<file path="src/rtl/apb_arb.sv">
// -----------------------------------------------------------------------------
// apb_arb
//
// Two-master APB3 arbiter. It sits between the AHB-to-APB bridge (master 0)
// and the APB slave decoder, and lets a second APB master (DMA or debug port,
// master 1) share the single downstream APB bus.
//
// Each winning request is latched and replayed downstream as a clean
// SETUP/ACCESS pair. Arbitration is round-robin on simultaneous requests. A
// watchdog terminates any transfer whose slave keeps PREADY low for TIMEOUT
// consecutive ACCESS cycles and returns an error to the owning master.
//
// Parameters
//   TIMEOUT  PREADY-low ACCESS cycles before forced termination (0 = off)
//   TO_W     width of the watchdog counter, 2**TO_W must exceed TIMEOUT
//
// Ports
//   HCLK, HRESETn               clock, synchronous active-low reset
//   PSELMx, PENABLEMx           master x request / enable (enable is unused)
//   PADDRMx, PWRITEMx, PWDATAMx master x transfer attributes
//   PRDATAMx, PREADYMx,
//   PSLVERRMx                   response to master x (combinational)
//   PSEL, PENABLE               downstream select / enable (registered)
//   PADDR, PWRITE, PWDATA       downstream latched attributes (registered)
//   PRDATA, PREADY, PSLVERR     downstream response
//   GNT                         one-hot owner of the current transfer
// -----------------------------------------------------------------------------
module apb_arb #(
    parameter int TIMEOUT = 255,
    parameter int TO_W    = 8
) (
    input  logic        HCLK,
    input  logic        HRESETn,

    input  logic        PSELM0,
    input  logic        PENABLEM0,
    input  logic [31:0] PADDRM0,
    input  logic        PWRITEM0,
    input  logic [31:0] PWDATAM0,
    output logic [31:0] PRDATAM0,
    output logic        PREADYM0,
    output logic        PSLVERRM0,

    input  logic        PSELM1,
    input  logic        PENABLEM1,
    input  logic [31:0] PADDRM1,
    input  logic        PWRITEM1,
    input  logic [31:0] PWDATAM1,
    output logic [31:0] PRDATAM1,
    output logic        PREADYM1,
    output logic        PSLVERRM1,

    output logic        PSEL,
    output logic        PENABLE,
    output logic [31:0] PADDR,
    output logic        PWRITE,
    output logic [31:0] PWDATA,
    input  logic [31:0] PRDATA,
    input  logic        PREADY,
    input  logic        PSLVERR,

    output logic [1:0]  GNT
);

    typedef enum logic [1:0] {
        IDLE   = 2'd0,
        SETUP  = 2'd1,
        ACCESS = 2'd2
    } state_t;

    // Watchdog compare value; guarded so TIMEOUT=0 never underflows.
    localparam bit              WD_EN   = (TIMEOUT != 0);
    localparam logic [TO_W-1:0] TO_LAST = WD_EN ? TO_W'(TIMEOUT - 1) : '0;

    state_t          state;
    state_t          state_nx;
    logic [1:0]      gnt_nx;
    logic            last;       // 0: M0 owned the previous grant, 1: M1
    logic            last_nx;
    logic [TO_W-1:0] cnt;
    logic [TO_W-1:0] cnt_nx;
    logic            capture;    // latch winner's attributes this cycle
    logic            win1;       // winner is master 1
    logic            done;       // transfer ends in this ACCESS cycle
    logic            wd_fire;    // ... because the watchdog expired
    logic [31:0]     rsp_data;
    logic            rsp_err;

    // Master enables carry no information for the replayed transfer.
    logic unused_penable;
    assign unused_penable = ^{PENABLEM0, PENABLEM1};

    // -------------------------------------------------------------------------
    // State and downstream registers
    // -------------------------------------------------------------------------
    always_ff @(posedge HCLK) begin
        if (!HRESETn) begin
            state   <= IDLE;
            GNT     <= 2'b00;
            last    <= 1'b1;
            cnt     <= '0;
            PSEL    <= 1'b0;
            PENABLE <= 1'b0;
            PADDR   <= '0;
            PWRITE  <= 1'b0;
            PWDATA  <= '0;
        end else begin
            state   <= state_nx;
            GNT     <= gnt_nx;
            last    <= last_nx;
            cnt     <= cnt_nx;
            PSEL    <= (state_nx != IDLE);
            PENABLE <= (state_nx == ACCESS);
            // Attributes only move on a grant, so they stay stable through
            // the whole transfer and hold their last value while idle.
            if (capture) begin
                PADDR  <= win1 ? PADDRM1  : PADDRM0;
                PWRITE <= win1 ? PWRITEM1 : PWRITEM0;
                PWDATA <= win1 ? PWDATAM1 : PWDATAM0;
            end
        end
    end

    // -------------------------------------------------------------------------
    // Next-state, arbitration and watchdog
    // -------------------------------------------------------------------------
    always_comb begin
        state_nx = state;
        gnt_nx   = GNT;
        last_nx  = last;
        cnt_nx   = cnt;
        capture  = 1'b0;
        win1     = 1'b0;
        done     = 1'b0;
        wd_fire  = 1'b0;

        case (state)
            IDLE: begin
                if (PSELM0 || PSELM1) begin
                    // On contention the master that did not win last time
                    // takes the bus, so a re-requesting master cannot starve
                    // the other one.
                    win1     = PSELM1 && (!PSELM0 || !last);
                    capture  = 1'b1;
                    gnt_nx   = win1 ? 2'b10 : 2'b01;
                    last_nx  = win1;
                    state_nx = SETUP;
                end
            end

            SETUP: begin
                cnt_nx   = '0;
                state_nx = ACCESS;
            end

            ACCESS: begin
                wd_fire = !PREADY && WD_EN && (cnt == TO_LAST);
                if (PREADY || wd_fire) begin
                    done     = 1'b1;
                    gnt_nx   = 2'b00;
                    state_nx = IDLE;
                end else begin
                    cnt_nx = cnt + 1'b1;
                end
            end

            default: begin
                gnt_nx   = 2'b00;
                state_nx = IDLE;
            end
        endcase
    end

    // -------------------------------------------------------------------------
    // Response steering: only the owner sees the completing cycle; a watchdog
    // abort returns zero data with an error.
    // -------------------------------------------------------------------------
    always_comb begin
        rsp_data  = PREADY ? PRDATA  : 32'h0;
        rsp_err   = PREADY ? PSLVERR : 1'b1;

        PREADYM0  = 1'b0;
        PSLVERRM0 = 1'b0;
        PRDATAM0  = 32'h0;
        PREADYM1  = 1'b0;
        PSLVERRM1 = 1'b0;
        PRDATAM1  = 32'h0;

        if (done && GNT[0]) begin
            PREADYM0  = 1'b1;
            PSLVERRM0 = rsp_err;
            PRDATAM0  = rsp_data;
        end
        if (done && GNT[1]) begin
            PREADYM1  = 1'b1;
            PSLVERRM1 = rsp_err;
            PRDATAM1  = rsp_data;
        end
    end

endmodule

</file>
<file path="config.mk">
export PLATFORM = sky130hd
export DESIGN_NAME = apb_arb
export DESIGN_NICKNAME = d
export VERILOG_FILES = /design/src/rtl/apb_arb.sv
export SDC_FILE = /design/constraint.sdc
export NUM_CORES = 1
export LEC_CHECK = 0
export CAP_MARGIN = 10
export CORE_MARGIN = 1
export CORE_UTILIZATION = 26
export DETAILED_ROUTE_END_ITERATION = 8
export PLACE_DENSITY = 0.79
export SYNTH_ARGS = -nofsm -noshare
export SYNTH_HDL_FRONTEND = slang
export SYNTH_SLANG_ARGS = --single-unit
</file>
<file path="constraint.sdc">
create_clock -name HCLK -period 1.8 [get_ports HCLK]
set_clock_uncertainty 0.2 [all_clocks]
set_input_delay 0.36 -clock HCLK [delete_from_list [all_inputs] [get_ports HCLK]]
set_output_delay 0.36 -clock HCLK [all_outputs]
set_load 0.03 [all_outputs]
</file>
==> results.cfg, run 1 <==
[run_status]
status = complete, but fails checks
violations = negative setup slack

[synth]
yosysWarnings = 0
synth_top_area_share_pct = 41.1
synth_compound_area_share_pct = 28.0
synth_area_um2 = 3890
synth_adder_area_share_pct = 1.93
syn_inst = 508
yosysTopAreaCell = dfxtp_1
synth-seq-area-share_pct = 41.1
synthTopCellsByArea = dfxtp_1 41%, o221ai_1 15%, nand2_1 11%
synth_top_family_by_area = compound AO/OA/AOI/OAI gates
ys.flop_type = dfxtp_1
synth-simple-area-share_pct = 22.1
muxShareOfSynthArea_pct = 0.257
ys_types = 40
synth_edf_count = 0
syn_area_per_cell_um2 = 7.67
ys_ff_latch = 80
ys_async_sr_fraction_pct = 0
synthesis.nets = 684
synth_xor_area_share_pct = 0

[floorplanning]
core_area_um2 = 14600
die_h_um = 124
start_util_pct = 26.7
io_pins = 307
die_area_um2 = 15500
std_cell_rows = 44
die_w_um = 124

[setup_path]
worstPathCellList = inv_2 -> ha_4 -> nand3_4 -> o21bai_4 -> nand3_4 -> buf_12 -> nor2_2 -> buf_6
rr_worst_depth = 8
crit_buf_inv = 3
cp_common_cell = nand3_4
required_ps = 1240
crit_arrival_ps = 1800
crit_path_top_delay_cell = dfxtp_2
r2r_end = cnt[3]
r2r_start = cnt[0]
cp_slowest_stage_delay_ps = 330
crit_family = buffers and inverters
worstSetupPathType = reg2out
end_kind = primary output
cp_max_fo = 16
startpoint_type = flop
rrSetupSlack_ps = -140

[sta]
finalHoldViolCount = 0
finalCritPeriodShare_pct = 131
finalSetupTns_ps = -34600
setup_ws_ps = -562
setup_viol_count_final = 71
final_max_slew_viol_count = 0
period_needed_ps = 2360
max_freq_mhz = 423
rsz0062_at_grt = true
worstMarginPinSlew_ps = 373
whs_ps = 247
relSlewSlack_pct = 75.3

[hold_path]
whs_endpoint = PWDATA[13]
worstHoldPathCells = 2
hp-start = PWDATA[13]
hold_class = reg2reg

[pwr]
leakage_nw = 3.48
powerDensity_nw_per_um2 = 879
peakVddDrop_mv = 0.538
power_mw = 7.93

[route]
num_vias = 5216
wl_um = 17700
vias_per_cell = 5.01
drtIter0Drc = 163
antenna_left = 0
dr.pass1.iters = 4
post_drt_wl_per_cell_um = 17.0
drc = 0

[global_routing]
grt_pass1_wl_um = 26000
antenna_found_initial = 2
grt_max_degree = 42
grt_usage_pct = 20.8
grt-ovfl-total = 0
grt_pass1_vias = 5148

[clock_network]
clock_sinks = 80
cts_tree = built
cts_root_buffer = clkbuf_16
clkLatencyLatePin_ps = 340
hold_buffers = 0
cts_made_buffers = 9
clockBufferDepth = 2
cts_max_level = 3
clk_pin_slew_ps = 60

[placement]
gp_congestion = 0.838
dp_slack_ps = -416
dpl_cell_area_um2 = 7880
place_hpwl_um = 12300
io_buffer_count = 304

[finish]
area_growth_pct = 131
multi_input_area_um2 = 2870
final_nets = 1026
design_area_um2 = 9020
fillerInstances = 1186
drive_gt1_share_pct = 34.5
regArea_um2 = 1610

[flow_run]
cap_viol_max_count = 0
-- worst max-delay path by stage --
stage / from / to / slack, ps / cells after the start
floorplan: cnt[0] / PRDATAM0[10] / -210 / 8
global placement: PREADY / PREADYM0 / -410 / 6
detailed placement: PREADY / PREADYM0 / -420 / 6
CTS: cnt[0] / PRDATAM1[31] / -540 / 8
global route: cnt[0] / PRDATAM0[31] / -660 / 8
finish: cnt[0] / PRDATAM0[31] / -560 / 8
-- area by class of cell --
| type | instances | area share (%) |
|---|---|---|
| inverter | 8 | 0.500 |
| antenna | 2 | 0.0555 |
| tap | 184 | 2.55 |
| timing repair buffer | 380 | 44.0 |
| clock inverter | 6 | 0.569 |
| clock buffer | 10 | 2.65 |
| multi-input combinational | 371 | 31.9 |
| sequential | 80 | 17.8 |
-- tightest hold or removal path: cells and delay by family (launching register included) --
family | cells | cell delay, ps
simple gates | 1 | 50
flops | 1 | 300
compound gates | 1 | 50
-- registers in the layout (all words and copies together), names as in the netlist --
register	count
GNT	2
PENABLE	1
PWRITE	1
cnt	8
PWDATA	32
last	1
state	2
PADDR	32
PSEL	1
-- stage by stage --
stage	util (%)	std cells
after detailed placement	54.0	1002
after global routing	61.8	1041
after floorplan	-	508
final	61.8	1041
after CTS	57.4	1019
after global placement	54.0	1002
-- power breakdown --
| part | internal (mW) | total (mW) | switching [mW] |
|---|---|---|---|
| logic | 1.73 | 3.88 | 2.15 |
| clock network | 0.992 | 1.79 | 0.801 |
| registers | 2.10 | 2.26 | 0.158 |
| total | 4.82 | 7.93 | 3.11 |
-- cell usage in the layout (no fill, tap or decap), types with 4 or more instances in the layout --
| cell | synthesis | layout |
|---|---|---|
| clkdlybuf4s50_1 | 0 | 165 |
| o221ai_1 | 65 | 28 |
| nor2_2 | 1 | 6 |
| buf_12 | 0 | 14 |
| o221ai_2 | 0 | 37 |
| dlygate4sd2_1 | 0 | 67 |
| dfxtp_2 | 0 | 4 |
| dfxtp_1 | 80 | 76 |
| buf_4 | 4 | 49 |
| clkinvlp_4 | 0 | 5 |
| o21ai_0 | 7 | 4 |
| nor2_4 | 0 | 63 |
| nand3_1 | 6 | 6 |
| a21oi_1 | 69 | 69 |
| buf_6 | 1 | 74 |
| a31oi_1 | 4 | 4 |
| nand2_1 | 109 | 108 |
| clkbuf_16 | 0 | 15 |
-- layer usage --
layer  routed length, um  part of all wire (%)  track usage (%)  vias up
met5                   0                     0                0        -
met4                 389                   2.2             7.44        0
met3                1200                   6.8             5.71       22
met2                9520                    54             38.4      230
met1                6570                    37             22.4     2449
li1                    -                     -                -     2515
-- synthesized netlist by cell type, drive strengths merged (4+ instances only) --
master / number
nand3: 9
a21oi: 69
buf: 26
a31oi: 4
ha: 6
nor2: 71
o21ai: 7
dfxtp: 80
inv: 8
o221ai: 65
nand2: 109
clkbuf: 23
-- kinds of logic (layout without fill, tap and decap cells) --
kind of cell / count (synthesis) / count (layout)
AOI/OAI and AO/OA: 159 / 159
muxes: 1 / 1
buffers and inverters: 57 / 404
and+or+nand+nor: 205 / 205
adders and majority gates: 6 / 6
DFF: 80 / 80
other: 0 / 2
-- what timing repair did --
item,CTS,global route
hold endpoints to repair,0,0
cloned,1,7
pin swaps,7,67
resized for setup,139,74
buffers inserted,0,14
setup endpoints to repair,184,143
(Power assumes the default switching activity.)
==> run 2: changes to the inputs <==
Settings changed: CORE_MARGIN 1 to not set.
==> results of run 2 <==
Same layout as run 1: the final DEF is identical, and so are final timing and power.
